### config.mk
export PLATFORM = sky130hd
export DESIGN_NAME = bit_set_arbiter_flat
export DESIGN_NICKNAME = d
export VERILOG_FILES = /design/src/rtl/bit_set_arbiter_pkg.sv /design/src/rtl/bit_set_arbiter_if.sv /design/src/rtl/bit_set_arbiter_rr_select.sv /design/src/rtl/bit_set_arbiter.sv /design/src/flat_wrapper.sv
export SDC_FILE = /design/constraint.sdc
export NUM_CORES = 1
export LEC_CHECK = 0
export ABC_CLOCK_PERIOD_IN_PS = 2000
export CAP_MARGIN = 30
export CORE_UTILIZATION = 34
export CTS_CLUSTER_DIAMETER = 50
export DETAILED_ROUTE_END_ITERATION = 10
export GPL_TIMING_DRIVEN = 0
export HOLD_SLACK_MARGIN = 0.08
export MAX_ROUTING_LAYER = met4
export SYNTH_ARGS = -nofsm -noshare
export SYNTH_HDL_FRONTEND = slang
export SYNTH_HIERARCHICAL = 1
export SYNTH_SLANG_ARGS = --single-unit
### constraint.sdc
create_clock -name clk -period 2 [get_ports clk]
set_clock_uncertainty 0.15 [all_clocks]
set_input_delay 0.4 -clock clk [delete_from_list [all_inputs] [get_ports clk]]
set_output_delay 0.4 -clock clk [all_outputs]
set_load 0.05 [all_outputs]
### src/rtl/bit_set_arbiter_pkg.sv
// Shared definitions for the bit_set_arbiter block: FSM state encoding and default sizing.
package bit_set_arbiter_pkg;

  typedef enum logic [1:0] {
    ST_IDLE    = 2'd0,
    ST_HOLD    = 2'd1,
    ST_RELEASE = 2'd2
  } state_t;

  localparam int DEF_NUM_REQ     = 4;
  localparam int DEF_HOLD_CYCLES = 2;

endpackage

### src/rtl/bit_set_arbiter_if.sv
// Requester-side and stage-side signal bundle of bit_set_arbiter.
interface bit_set_arbiter_if #(
  parameter int NUM_REQ = bit_set_arbiter_pkg::DEF_NUM_REQ
);
  logic [NUM_REQ-1:0]   reqIn;
  logic [2*NUM_REQ-1:0] dataIn;
  logic [NUM_REQ-1:0]   grantOut;
  logic [NUM_REQ-1:0]   doneOut;
  logic                 bitEnable;
  logic                 bitIn1;
  logic                 bitIn2;
  logic                 busy;

  modport master (
    output reqIn, dataIn,
    input  grantOut, doneOut, bitEnable, bitIn1, bitIn2, busy
  );

  modport slave (
    input  reqIn, dataIn,
    output grantOut, doneOut, bitEnable, bitIn1, bitIn2, busy
  );
endinterface

### src/rtl/bit_set_arbiter_rr_select.sv
// Combinational round-robin pick: first set request at or after ptr, wrapping modulo NUM_REQ.
module bit_set_arbiter_rr_select #(
  parameter int NUM_REQ = 4,
  parameter int IDX_W   = $clog2(NUM_REQ)
) (
  input  logic [NUM_REQ-1:0] req,
  input  logic [IDX_W-1:0]   ptr,
  output logic [IDX_W-1:0]   sel,
  output logic               valid
);
  logic [NUM_REQ-1:0] rot;
  logic [IDX_W-1:0]   idx [NUM_REQ];

  // rot[k] is the request sitting k positions after the pointer
  for (genvar gi = 0; gi < NUM_REQ; gi++) begin : g_rot
    logic [IDX_W:0] sum;
    assign sum     = {1'b0, ptr} + (IDX_W+1)'(gi);
    assign idx[gi] = (sum >= (IDX_W+1)'(NUM_REQ)) ? IDX_W'(sum - (IDX_W+1)'(NUM_REQ))
                                                  : IDX_W'(sum);
    assign rot[gi] = req[idx[gi]];
  end

  always_comb begin
    sel   = '0;
    valid = 1'b0;
    for (int k = NUM_REQ - 1; k >= 0; k--) begin
      if (rot[k]) begin
        sel   = idx[k];
        valid = 1'b1;
      end
    end
  end
endmodule

### src/rtl/bit_set_arbiter.sv
// Round-robin arbiter feeding one shared enable-gated bit-pair stage.
// Define BITSET_ARB_FIXED_PRIO_EN to pin the pointer at 0 (fixed lowest-index priority).
module bit_set_arbiter
  import bit_set_arbiter_pkg::*;
#(
  parameter int NUM_REQ     = DEF_NUM_REQ,
  parameter int HOLD_CYCLES = DEF_HOLD_CYCLES,
  parameter int IDX_W       = $clog2(NUM_REQ)
) (
  input  logic            clk,
  input  logic            reset,
  bit_set_arbiter_if.slave bus
);
  localparam int CNT_W = (HOLD_CYCLES > 1) ? $clog2(HOLD_CYCLES) : 1;

  if (HOLD_CYCLES < 1 || NUM_REQ < 2 || NUM_REQ > 8) begin : g_param_check
    $error("bit_set_arbiter: HOLD_CYCLES must be >= 1 and NUM_REQ in 2..8");
  end

  state_t             state_reg, state_next;
  logic [IDX_W-1:0]   rr_ptr_reg, rr_ptr_next;
  logic [IDX_W-1:0]   sel_reg, sel_next;
  logic [CNT_W-1:0]   hold_cnt_reg, hold_cnt_next;
  logic [NUM_REQ-1:0] grant_reg, grant_next;
  logic [NUM_REQ-1:0] done_reg, done_next;
  logic               bit_en_reg, bit_en_next;
  logic               bit1_reg, bit1_next;
  logic               bit2_reg, bit2_next;
  logic               busy_reg;

  logic [IDX_W-1:0]   pick;
  logic               pick_valid;

  bit_set_arbiter_rr_select #(
    .NUM_REQ (NUM_REQ),
    .IDX_W   (IDX_W)
  ) u_rr_select (
    .req   (bus.reqIn),
    .ptr   (rr_ptr_reg),
    .sel   (pick),
    .valid (pick_valid)
  );

  always_comb begin
    state_next    = state_reg;
    rr_ptr_next   = rr_ptr_reg;
    sel_next      = sel_reg;
    hold_cnt_next = hold_cnt_reg;
    grant_next    = grant_reg;
    done_next     = '0;
    bit_en_next   = bit_en_reg;
    bit1_next     = bit1_reg;
    bit2_next     = bit2_reg;
    unique case (state_reg)
      ST_IDLE: begin
        if (pick_valid) begin
          sel_next         = pick;
          grant_next       = '0;
          grant_next[pick] = 1'b1;
          bit1_next        = bus.dataIn[{pick, 1'b1}];
          bit2_next        = bus.dataIn[{pick, 1'b0}];
          bit_en_next      = 1'b1;
          hold_cnt_next    = CNT_W'(HOLD_CYCLES - 1);
          state_next       = ST_HOLD;
        end
      end
      ST_HOLD: begin
        if (hold_cnt_reg != '0) begin
          hold_cnt_next = hold_cnt_reg - 1'b1;
        end else begin
          bit_en_next        = 1'b0;
          grant_next         = '0;
          bit1_next          = 1'b0;
          bit2_next          = 1'b0;
          done_next[sel_reg] = 1'b1;
`ifdef BITSET_ARB_FIXED_PRIO_EN
          rr_ptr_next        = '0;
`else
          rr_ptr_next        = (sel_reg == IDX_W'(NUM_REQ - 1)) ? '0 : sel_reg + 1'b1;
`endif
          state_next         = ST_RELEASE;
        end
      end
      ST_RELEASE: state_next = ST_IDLE;
      default:    state_next = ST_IDLE;
    endcase
  end

  always_ff @(posedge clk) begin
    if (reset) begin
      state_reg    <= ST_IDLE;
      rr_ptr_reg   <= '0;
      sel_reg      <= '0;
      hold_cnt_reg <= '0;
      grant_reg    <= '0;
      done_reg     <= '0;
      bit_en_reg   <= 1'b0;
      bit1_reg     <= 1'b0;
      bit2_reg     <= 1'b0;
      busy_reg     <= 1'b0;
    end else begin
      state_reg    <= state_next;
      rr_ptr_reg   <= rr_ptr_next;
      sel_reg      <= sel_next;
      hold_cnt_reg <= hold_cnt_next;
      grant_reg    <= grant_next;
      done_reg     <= done_next;
      bit_en_reg   <= bit_en_next;
      bit1_reg     <= bit1_next;
      bit2_reg     <= bit2_next;
      busy_reg     <= (state_next != ST_IDLE);
    end
  end

  assign bus.grantOut  = grant_reg;
  assign bus.doneOut   = done_reg;
  assign bus.bitEnable = bit_en_reg;
  assign bus.bitIn1    = bit1_reg;
  assign bus.bitIn2    = bit2_reg;
  assign bus.busy      = busy_reg;
endmodule

### src/flat_wrapper.sv
// flat-port wrapper written by rule: the top's interface ports become plain ports
module bit_set_arbiter_flat import bit_set_arbiter_pkg::*;
#(
  parameter int NUM_REQ     = DEF_NUM_REQ,
  parameter int HOLD_CYCLES = DEF_HOLD_CYCLES,
  parameter int IDX_W       = $clog2(NUM_REQ)
)
  (clk, reset, bus_reqIn, bus_dataIn, bus_grantOut, bus_doneOut, bus_bitEnable, bus_bitIn1, bus_bitIn2, bus_busy);
  bit_set_arbiter_if #(.NUM_REQ(NUM_REQ)) bus_i ();
  input  logic clk;
  input  logic reset;
  input wire logic [$bits(bus_i.reqIn)-1:0] bus_reqIn;
  input wire logic [$bits(bus_i.dataIn)-1:0] bus_dataIn;
  output wire logic [$bits(bus_i.grantOut)-1:0] bus_grantOut;
  output wire logic [$bits(bus_i.doneOut)-1:0] bus_doneOut;
  output wire logic [$bits(bus_i.bitEnable)-1:0] bus_bitEnable;
  output wire logic [$bits(bus_i.bitIn1)-1:0] bus_bitIn1;
  output wire logic [$bits(bus_i.bitIn2)-1:0] bus_bitIn2;
  output wire logic [$bits(bus_i.busy)-1:0] bus_busy;
  assign bus_i.reqIn = bus_reqIn;
  assign bus_i.dataIn = bus_dataIn;
  assign bus_grantOut = bus_i.grantOut;
  assign bus_doneOut = bus_i.doneOut;
  assign bus_bitEnable = bus_i.bitEnable;
  assign bus_bitIn1 = bus_i.bitIn1;
  assign bus_bitIn2 = bus_i.bitIn2;
  assign bus_busy = bus_i.busy;
  bit_set_arbiter #(.NUM_REQ(NUM_REQ), .HOLD_CYCLES(HOLD_CYCLES), .IDX_W(IDX_W)) u_core (.clk(clk), .reset(reset), .bus(bus_i));
endmodule
==> results.cfg <==
[placement]
port_buffers = 25
gp_congestion = 0.6747
hpwlAfterDp_um = 1257

[critical_path]
crit_buf_inv = 2
cp.arrival_ns = 2.04
cpPeakStageDelay_ns = 0.50
path_class = in2reg
crit_family = simple AND/OR/NAND/NOR gates
worst-r2r-cell-count = 7
slowest_stage = clkdlybuf4s50_1
cp-startpoint = bus_reqIn[1]
r2r-start = u_core/rr_ptr_reg[1]
startpoint_type = input pin
crit_path_max_fanout = 9
cp-end-kind = flip-flop
worstPathCellList = clkdlybuf4s50_1, nor2_1, nand2_1, or3b_1, buf_4, or3_1, a21oi_2
path_depth = 7
cp.required_ns = 2.09

[clocking]
clkLatencyLatePin_ns = 0.29
clkTransAtPathRegs_ns = 0.10
cts.path.max_buffers = 2
root_buffer = clkbuf_4
cts_buffers = 3
h-tree-depth = 1
hold_buffers = 0
cts_tree = done
clock_sinks = 19

[floorplanning]
io_pins = 26
die-area_um2 = 2722
dieHeight_um = 52.17
start_util_pct = 37.25
coreArea_um2 = 2297
rows = 17
die_w_um = 52.17

[grt]
grt_max_degree = 11
grt_usage_pct = 15.24
grt_pass1_vias = 709
overflow = 0
antenna_found_initial = 0
use_met1_pct = 17.14
grt_busiest_layer = met2
global_route.usage.met2_pct = 26.50
grt_use_met3_pct = 6.087
grt_pass1_wl_um = 2946

[synthesis]
synthTopCellsByArea = dfxtp_1 (44%), a21oi_1 (6.4%), ha_1 (5.8%)
yosysUniqueCellTypes = 27
synth_top_area_share_pct = 44.44
yosys_warnings = 6
yosys_most_used_dff = dfxtp_1
synth.cell_area_um2 = 855.8
avgSynthCellArea_um2 = 9.405
synth_cells = 91
seq_area_frac_synth_pct = 44.44
synth_edf_count = 0
yosysTopAreaCell = dfxtp_1
synthesis.nets = 109
postSynth.asyncResetShare_pct = 0
ys_seq_elements = 19

[finish]
area.growth.synth_to_final_pct = 40.79
nFillCells = 247
fin_nets = 141
mostFrequentLayoutCells = dfxtp_1 (19), clkdlybuf4s50_1 (13), a21oi_1 (10), nand2_1 (10), dlygate4sd2_1 (7)
final_common_cell = dfxtp_1
n_antenna_cell = 0
drive_above_1_share_pct = 13.11

[timing]
maxSlewViolCount = 0
rsz0062_at_grt = yes
tightest_slew_ns = 0.5422
whs_ns = 0.3163
relSlewSlack_pct = 63.35
period_needed_ns = 1.958
setup_viol_count_final = 0
hold_violations = 0
fmax_mhz = 510.7
finalCritPeriodShare_pct = 97.90

[power_and_ir_drop]
p_comb_share_pct = 30.1
total_power_uw = 893.8
p_seq_share_pct = 48.7
swShare_pct = 32.43
p_leak_nw = 0.5551
power_density_nw_per_um2 = 741.8
switchingPower_uw = 289.8
p_int_uw = 603.9
worst_ir_drop_vdd_mv = 0.4905
clkPwrFrac_pct = 21.2

[drt]
wl_um = 1710
via_count = 734
drt_iter0_drc = 10
ant_nets = 0
drt_first_pass_iters = 4
drc_errors = 0
wl_per_cell_um = 11.40
via_per_inst = 4.893

[hold_path]
hold_class = reg2reg
worstHoldStart = u_core/bus.grantOut[0]
hold_path_depth = 2

[status]
status = finished, final reports clean

[flow_run]
max-cap-violations = 0
==> cell families (layout without fill, tap and decap cells) <==
logic type,count (synthesis),in the layout,share of synthesized area [%]
and+or+nand+nor,40,40,26.02
AOI/OAI and AO/OA,16,16,11.55
adders and majority gates,4,4,5.848
buffers and inverters,8,39,4.531
DFF,19,19,44.44
muxes,4,4,7.602
==> Yosys cell counts (2+ instances only) <==
cell and n:
dfxtp_1 19, inv_1 4, or3b_1 2, a21oi_1 11, nand3b_1 2, mux2i_1 2
nand3_1 6, nor2_1 7, a211oi_1 2, nand2b_1 2, mux4_2 2, and2_1 4
clkbuf_1 2, nand2_1 10, ha_1 4
==> cell type report <==
class / instances / area (um^2) / share of cell area [%]
Clock buffer: 4 / 26.28 / 2.181
Timing Repair Buffer: 27 / 269.0 / 22.33
Inverter: 4 / 15.01 / 1.246
Sequential cell: 19 / 380.4 / 31.57
Multi-Input combinational cell: 64 / 442.9 / 36.76
Tap cell: 28 / 35.03 / 2.908
Buffer: 4 / 36.28 / 3.011
==> per-stage QoR <==
stage	cell area, um^2	setup TNS [ns]	util (%)	setup WS, ns	cells
final	1205	0	52.45	0.04204	150
after global routing	1205	-0.01696	52.45	-0.01696	150
after global placement	1141	-1.718	49.67	-0.5294	144
after floorplan	855.8	0	-	0.1325	91
after CTS	1179	0	51.31	0.006433	149
after detailed placement	1141	-1.948	49.67	-0.5665	144
==> worst paths after layout <==
check | to | slack [ns]
max | u_core/bus.grantOut[0] | 0.04
min | u_core/bus.grantOut[0] | 0.32
min reg2reg | u_core/bus.grantOut[0] | 0.32
max reg2reg | u_core/bus.bitIn2 | 0.16
==> power groups by stage <==
stage               Sequential, mW  Clock (mW)  Combinational, mW
global route                 0.440       0.212              0.295
global placement             0.444           0              0.262
detailed placement           0.445           0              0.266
finish                       0.435       0.190              0.269
floorplan                    0.504           0              0.114
CTS                          0.435       0.197              0.267
==> per-layer routing <==
layer / vias to the layer above / part of all wire [%]
li1: 374 / -
met1: 335 / 46
met2: 23 / 47
met3: 2 / 6.4
met4: 0 / 0.35
met5: - / 0
==> tightest hold or removal path, stage by stage (launching register included) <==
cell,delay (ns)
dfxtp_1,0.32
nand2_1,0.07
a21oi_2,0.05
==> repair_timing <==
item / CTS / global route
buffers inserted: 1 / 1
endpoints found under the setup margin: 9 / 7
gates resized for setup: 11 / 8
pin swaps: 0 / 1
hold endpoints to repair: 0 / 0
Power figures use the tool's default switching activity.
==> RTL edit: new RTL, same flow settings <==
Reset style: asynchronous (`reset`), changed in one clocked block.
--- a/src/rtl/bit_set_arbiter.sv
+++ b/src/rtl/bit_set_arbiter.sv
@@ -86,7 +86,7 @@
     endcase
   end
 
-  always_ff @(posedge clk) begin
+  always_ff @(posedge clk or posedge reset) begin
     if (reset) begin
       state_reg    <= ST_IDLE;
       rr_ptr_reg   <= '0;
Behaviour: differs if reset is asserted again (counterexample within 4 cycles, from zero or initial values and one cycle with reset high); with reset held inactive, the same outputs for 10 cycles.
==> RTL edit against the original RTL <==
Worst setup slack got worse by 0.018 ns. Worst hold slack improved by 0.017 ns. Wire length rose by 5.0%. Synthesized area rose by 1.9%. Final area fell by 0.73%. Sequential cell count did not move.
Power is not compared: it rests on default switching activity, and its combinational part moved more than twofold at a synthesized area within 25%.
==> RTL edit: results (changes against the original RTL) <==
Critical path
  – Crit path largest cell delay: 0.54 ns (+0.04 ns)
  – Arrival @ worst endpoint: 2.02 ns (-0.02 ns)
  – Crit path max fanout: 3 (-6)
  – R2R setup slack: 0.03 ns (-0.13 ns)
  – R2R depth: 4 (-3)
  – Largest delay share family, worst path: compound AO/OA/AOI/OAI gates
  – Critical-path top delay cell: mux4_2

Synth
  – Synth Net Count: 93 (-15%)
  – Post-synthesis xor/xnor area fraction: 0% (unchanged)
  – Post-synth top flop: dfrtp_1
  – Compound-Gate Fraction of Synth Area: 13.5% (+1.9 points)
  – Asr flop ratio synth: 100% (+100 points)
  – Commonest cells in the netlist: 19 x dfrtp_1, 8 x nand2_1, 6 x inv_1, 6 x nor2_1
  – Dominant cells by area after synthesis: dfrtp_1 55%, ha_1 5.7%, mux4_2 5.2%, a32o_1 4.6%, nand2_1 3.4%
  – Mux cell area share after synthesis: 6.31% (-1.3 points)
  – Post-synthesis adder-cell area fraction: 5.74% (-0.11 points)
  – Synth cell types: 25 (-7.4%)
  – Sequential share of the synthesized area: 54.5% (+10 points)
  – Number of synthesis warnings: 6 (unchanged)

Cells and area
  – Layout cells sized above 1: 14.3% (+1.2 points)
  – Fillers: 223 (-9.7%)
  – Final nets: 124 (-12%)

Global routing
  – Global Route met2 Usage: 25.7% (-0.76 points)
  – Routing usage on met1: 18.5% (+1.3 points)
  – First-pass GRT wire length: 3080 um (+4.7%)
  – Largest net degree at the start of global routing: 20 (+9)
  – Met3 Usage GRT: 5.22% (-0.87 points)
  – Vias in the first global route: 683 (-3.7%)
  – Antenna violations before repair: 0 (unchanged)
  – Total GRT Usage: 16.1% (+0.83 points)

Place
  – Dpl hpwl: 1290 um (+3.0%)
  – I/O Buffers: 25 (unchanged)
  – Placed Area: 0.00116 mm2 (+1.4%)
  – Placement Setup Slack: -0.619 ns (-0.0527 ns)
  – GPL Wtd Cong: 0.706 (+4.7%)

Detailed routing
  – Met3 WL: 86 um (-21%)
  – Met2 WL post-DR: 884 um (+8.9%)
  – Via density: 5.02 (+2.6%)
  – Initial DRC count: 14 (+4)
  – First-pass iteration count of the detailed router: 4 (unchanged)
  – Top sig layer: met4
  – M1 WL: 807 um (+3.3%)
  – Drt wl/cell: 13.5 um (+18%)

STA
  – Crit share post-route: 98.8% (+0.89 points)
  – Slew margin rel.: 51.4% (-12 points)

Clock tree
  – H-tree Lvls: 1 (unchanged)
  – Inserted Clock Buffers: 3 (unchanged)
  – Clock transition at path regs: 0.11 ns
  – Max clock buf depth: 2 (unchanged)

Power
  – Pleak: 0.000570 uW
  – Switching fraction of total power: 46.8%
  – Max VDD drop: 0.727 mV

Min path
  – Hold path depth: 1 (-1)
  – Worst hold path class: reg2reg

Status
  – Status: complete, no violations
-- RTL edit: logic make-up after synthesis --
group,count (synthesis)
fa+ha+maj,4
buf+inv,8
mux,3
flops,19
compound gates,15
simple gates,26
-- RTL edit: power groups by stage --
stage          sequential (uW)  combinational, uW  clock, uW
3_5_place_dp               657                977          0
3_3_place_gp               649                970          0
6_report                   651                955        201
4_1_cts                    651                962        215
5_1_grt                    675               1040        228
2_1_floorplan              914                418          0
-- RTL edit: what timing repair did --
| item | in CTS | in global routing |
|---|---|---|
| pin swaps | 2 | 1 |
| gates cloned | 0 | 0 |
| setup buffers | 1 | 0 |
| gates resized for setup | 17 | 1 |
| endpoints found under the setup margin | 13 | 7 |
-- RTL edit: per-stage QoR --
| stage | hold slack (ns) | std cells |
|---|---|---|
| 5_1_grt | 0.355 | 133 |
| 3_3_place_gp | 0.313 | 128 |
| 4_1_cts | 0.339 | 133 |
| 6_report | 0.333 | 133 |
| 3_5_place_dp | 0.315 | 128 |
| 2_1_floorplan | 0.201 | 75 |
-- RTL edit: worst paths after layout --
kind,startpoint,to
max,bus_reqIn[1],u_core/bus.bitIn1
min,u_core/bus.bitEnable,u_core/bus.bitEnable
max reg2reg,u_core/rr_ptr_reg[1],u_core/bus.bitIn1
min reg2reg,u_core/bus.bitEnable,u_core/bus.bitEnable
max in group asynchronous,reset,u_core/rr_ptr_reg[1]
min in group asynchronous,reset,u_core/bus.doneOut[1]
-- RTL edit: final cells by class --
cell class	count	area (um2)	share of cell area [%]
Clock buffer	3	22.5	1.88
Buffer	1	3.75	0.314
Multi-Input combinational cell	48	375	31.4
Timing Repair Buffer	26	244	20.4
Clock inverter	1	7.51	0.628
Inverter	7	31.3	2.62
Tap cell	28	35.0	2.93
Sequential cell	19	477	39.9
